### src/rtl/bist_controller.sv
// Sequencer for the scan-based BIST loop: reset, NUM_VECTORS shift/capture pairs,
// a flush shift, serial signature unload and golden compare.
module bist_controller #(
    parameter int                    CHAIN_LEN   = 4,
    parameter int                    NUM_VECTORS = 32,
    parameter int                    SIGN_WIDTH  = 16,
    parameter logic [SIGN_WIDTH-1:0] GOLDEN      = '0
) (
    input  logic                               CLK,
    input  logic                               RST,
    input  logic                               START,
    input  logic                               ABORT,
    input  logic                               SIGN,
    output logic                               SE,
    output logic                               BIST_RST,
    output logic                               UNLOAD,
    output logic                               BUSY,
    output logic                               DONE,
    output logic                               PASS,
    output logic [SIGN_WIDTH-1:0]              SIGN_OUT,
    output logic [$clog2(NUM_VECTORS+1)-1:0]   VEC_CNT
);
    localparam int VW   = $clog2(NUM_VECTORS + 1);
    localparam int CMAX = (CHAIN_LEN > SIGN_WIDTH) ? CHAIN_LEN : SIGN_WIDTH;
    localparam int CW   = $clog2(CMAX + 1);

    localparam logic [2:0] S_IDLE    = 3'd0;
    localparam logic [2:0] S_INIT    = 3'd1;
    localparam logic [2:0] S_SHIFT   = 3'd2;
    localparam logic [2:0] S_CAPTURE = 3'd3;
    localparam logic [2:0] S_UNLOAD  = 3'd4;
    localparam logic [2:0] S_COMPARE = 3'd5;

    logic [2:0]    state, nxt;
    logic [CW-1:0] cnt;
    logic          abort_run;

    assign abort_run = ABORT && (state != S_IDLE);

    always_comb begin
        nxt = state;
        case (state)
            S_IDLE:    if (START && !ABORT) nxt = S_INIT;
            S_INIT:    nxt = S_SHIFT;
            // the pass that sees VEC_CNT==NUM_VECTORS is the flush shift
            S_SHIFT:   if (cnt == CW'(CHAIN_LEN - 1))
                           nxt = (VEC_CNT < VW'(NUM_VECTORS)) ? S_CAPTURE : S_UNLOAD;
            S_CAPTURE: nxt = S_SHIFT;
            S_UNLOAD:  if (cnt == CW'(SIGN_WIDTH - 1)) nxt = S_COMPARE;
            S_COMPARE: nxt = S_IDLE;
            default:   nxt = S_IDLE;
        endcase
        if (abort_run) nxt = S_IDLE;
    end

    always_ff @(posedge CLK or negedge RST) begin
        if (!RST) begin
            state    <= S_IDLE;
            cnt      <= '0;
            SE       <= 1'b0;
            BIST_RST <= 1'b0;
            UNLOAD   <= 1'b0;
            BUSY     <= 1'b0;
            DONE     <= 1'b0;
            PASS     <= 1'b0;
            SIGN_OUT <= '0;
            VEC_CNT  <= '0;
        end else begin
            state    <= nxt;
            cnt      <= (nxt != state || state == S_IDLE) ? '0 : cnt + CW'(1);
            // strobes are registered from the next state so they line up with it
            SE       <= (nxt == S_SHIFT);
            BIST_RST <= (nxt == S_INIT);
            UNLOAD   <= (nxt == S_UNLOAD);
            BUSY     <= (nxt != S_IDLE);

            if (state == S_IDLE && nxt == S_INIT) begin
                DONE     <= 1'b0;
                PASS     <= 1'b0;
                SIGN_OUT <= '0;
                VEC_CNT  <= '0;
            end
            if (state == S_CAPTURE && !abort_run)
                VEC_CNT <= VEC_CNT + VW'(1);
            if (state == S_UNLOAD && !abort_run) begin
                for (int i = 0; i < SIGN_WIDTH; i++)
                    if (cnt == CW'(i)) SIGN_OUT[i] <= SIGN;
            end
            if (state == S_COMPARE && !abort_run) begin
                PASS <= (SIGN_OUT == GOLDEN);
                DONE <= 1'b1;
            end
            if (abort_run) begin
                DONE <= 1'b0;
                PASS <= 1'b0;
            end
        end
    end
endmodule

### config.mk
export PLATFORM = sky130hd
export DESIGN_NAME = bist_controller
export DESIGN_NICKNAME = d
export VERILOG_FILES = /design/src/rtl/bist_controller.sv
export SDC_FILE = /design/constraint.sdc
export NUM_CORES = 1
export LEC_CHECK = 0
export CORE_MARGIN = 2
export CORE_UTILIZATION = 52
export CTS_CLUSTER_SIZE = 16
export DETAILED_ROUTE_END_ITERATION = 12
export PLACE_DENSITY = 0.79
export SETUP_SLACK_MARGIN = 0.02
export SYNTH_ARGS = -nofsm -noshare
export SYNTH_HDL_FRONTEND = slang
export SYNTH_SLANG_ARGS = --single-unit
### constraint.sdc
create_clock -name CLK -period 2.6 [get_ports CLK]
set_clock_uncertainty 0.2 [all_clocks]
set_input_delay 0.39 -clock CLK [delete_from_list [all_inputs] [get_ports CLK]]
set_output_delay 0.39 -clock CLK [all_outputs]
set_load 0.005 [all_outputs]
==> run summary <==
status: complete, no violations
Synth Area in Compound Gates: 10.9%
flop-to-flop setup slack: 0.46 ns
clk buf depth: 2
Area Growth Syn to Fin: 23.9%
post-route clock period utilization: 82.4%
cell area after layout: 0.00228 mm^2
mux cell area share after synthesis: 2.72%
number of routed nets with antenna violations: 0
maximum operating frequency: 467 MHz
Die ar.: 0.00403 mm^2
count of clock tree sinks: 36
WL/cell: 14.6 um
Synth Flop Type: dfrtp_1
number of cell rows: 21
Adder-Cell Fraction of Synth Area: 4.08%
Reg2Reg Capture Point: SIGN_OUT[11]$_DFF_PN0_
DP Worst Slack: 0.442 ns
total routed wirelength: 4120 um
vias post-DR: 1585
P per Cell Area: 424 mW/mm^2
Reg2Reg Launch Point: state[1]$_DFF_PN0_
antenna violations before repair: 0
final hold vios: 0
Max Slew Vio Count: 0
critical path arrival: 2.18 ns
kind of critical path: flip-flop to flip-flop
TritonRoute pass-1 iters: 4
endpoint class of the critical path: flip-flop
global route total overflow: 0
hold-fix buffer count after cts: 0
Final #Nets: 246
# diodes: 0
PortBufs: 32
Synth Area per Inst: 9.20 um^2
Distinct cells, synth: 40
Critical Path Source Type: flip-flop
vias in the first global route: 1586
Clock Latency Late Sink: 0.34 ns
Worst VDD drop: 0.000334 V
Syn Nets: 211
I/O pins: 33
final setup fails: 0
Synth warnings: 0
Core Region: 0.00336 mm^2
Reg2Reg Depth: 4
clock buffer count from CTS: 5
Post-route DRC: 0
buffer count from post-CTS setup fixing: 0
Post-Synth Simple-Gate Area: 28.3%
CTS tree: done
initial drt markers: 111
Fill cells: 304
RSZ-0062 raised after global routing: no
Seq cells post-synth: 36
Critical Path RT: 2.63 ns
largest net degree at the start of global routing: 37
vias per cell: 5.62
number of enable flip-flop cells after synthesis: 0
Min Hold Slack: 0.256 ns
worst min path class: primary input to asynchronous set/reset pin
Critical Path Fanout Max: 16
mapped cell area: 0.00184 mm^2
main combinational cell family by area after synthesis: simple AND/OR/NAND/NOR gates
Final Wtd Congestion: 0.914
Finished Layout Cells: 282
asr flop ratio synth: 100%
Post-Synthesis Cells: 200
initial core utilization: 54.7%
Root Driver: clkbuf_4
Placed Instances: 274
first-pass GRT wire length: 7260 um
worst setup margin: 0.458 ns
relative slew slack: 61.3%
Max Cap Violations: 0
Least-Margin Pin Slew: 0.581 ns
DP Area: 0.00222 mm^2
sequential-to-total area share from yosys stat: 49.0%
Post-CTS Resized: 0
floorplan die width: 63.5 um
layout cells sized above 1: 8.05%
DP HPWL: 3100 um
die height: 63.5 um
Total GRT Usage: 23.1%
Final Critical Period: 2.14 ns
post-route setup TNS: 0 ns
H-tree Lvls: 2
total leakage power: 1.01 nW
Clock Pin Slew Worst Setup and Hold Paths: 0.11 ns
XOR/XNOR Fraction of Synth Area: 1.43%
## per-stage QoR
step	power, mW	utilization, %
2_1_floorplan	0.627	-
3_3_place_gp	0.668	66.0
3_5_place_dp	0.670	66.0
4_1_cts	0.976	67.8
5_1_grt	1.02	67.8
6_report	0.966	67.8
## worst max-delay path: stages, from the launching register on
cell,delay (ns)
dfrtp_1,0.57
or4b_4,0.61
or4_4,0.51
nand3_2,0.10
o21ai_2,0.05
## layout by cell type (no fill, tap or decap), types with 5 or more instances in the layout
cell,n
clkdlybuf4s50_1,32
dfrtp_1,36
buf_4,5
and3_1,5
nor2b_1,5
nand2_1,31
nand3_1,10
nor3_1,6
clkbuf_4,5
inv_1,7
nor2_1,21
ha_1,6
o21ai_0,13
a21oi_1,7
mux2i_1,5
## kinds of logic (layout without fill, tap and decap cells)
kind of cell               Yosys count  in the layout
muxes                                5              5
buffers and inverters               17             53
AOI/OAI and AO/OA                   33             33
DFF                                 36             36
xor gates and xnor gates             3              3
adders and majority gates            6              6
and+or+nand+nor                    100            100
## routing by layer
| layer | vias to the layer above | routed length (um) | track usage [%] |
|---|---|---|---|
| met5 | - | 0 | 0 |
| met4 | 0 | 76 | 9.78 |
| met3 | 9 | 189 | 3.57 |
| met2 | 45 | 2030 | 38.6 |
| met1 | 763 | 1820 | 29.8 |
| li1 | 768 | - | - |
## Yosys cell counts (all sizes together) (5+ instances only)
cell	n	area, um^2
nor2b	5	31.3
nor2	21	78.8
clkbuf	6	22.5
nor3	6	30.0
nand2	31	116
and3	5	31.3
inv	8	30.0
mux2i	5	50.1
dfrtp	36	901
a21oi	7	35.0
ha	6	75.1
o21ai	15	78.8
nand3	11	60.1
## flip-flops by register name, indices dropped and copies added, names as in the netlist
| register | flops |
|---|---|
| cnt | 5 |
| VEC_CNT | 6 |
| PASS | 1 |
| SE | 1 |
| BIST_RST | 1 |
| BUSY | 1 |
| state | 3 |
| DONE | 1 |
| SIGN_OUT | 16 |
| UNLOAD | 1 |
## worst max path at each step
stage               slack [ns]                     end          startpoint
finish                    0.46  SIGN_OUT[11]$_DFF_PN0_  state[1]$_DFF_PN0_
global route              0.41   SIGN_OUT[7]$_DFF_PN0_  state[1]$_DFF_PN0_
CTS                       0.47  SIGN_OUT[11]$_DFF_PN0_  state[1]$_DFF_PN0_
detailed placement        0.44  VEC_CNT[5]$_DFFE_PN0P_               ABORT
global placement          0.49  VEC_CNT[5]$_DFFE_PN0P_               ABORT
floorplan                 0.70  SIGN_OUT[11]$_DFF_PN0_    cnt[4]$_DFF_PN0_
## power by group
group          switching, mW  total, mW  internal, mW
Clock                  0.178      0.307         0.129
Combinational         0.0507     0.0831        0.0324
Sequential           0.00887      0.576         0.567
## cell type report
| type | instances | area, um^2 | share of cell area (%) |
|---|---|---|---|
| clock buffers | 6 | 51.3 | 2.25 |
| inverters | 8 | 30.0 | 1.32 |
| repair buffers | 37 | 358 | 15.7 |
| multi-input cells | 147 | 872 | 38.3 |
| flip-flops and latches | 36 | 901 | 39.5 |
| well taps | 46 | 57.6 | 2.52 |
| clock inverters | 2 | 10.0 | 0.439 |
Note: power is estimated with default switching activity, not from simulation.
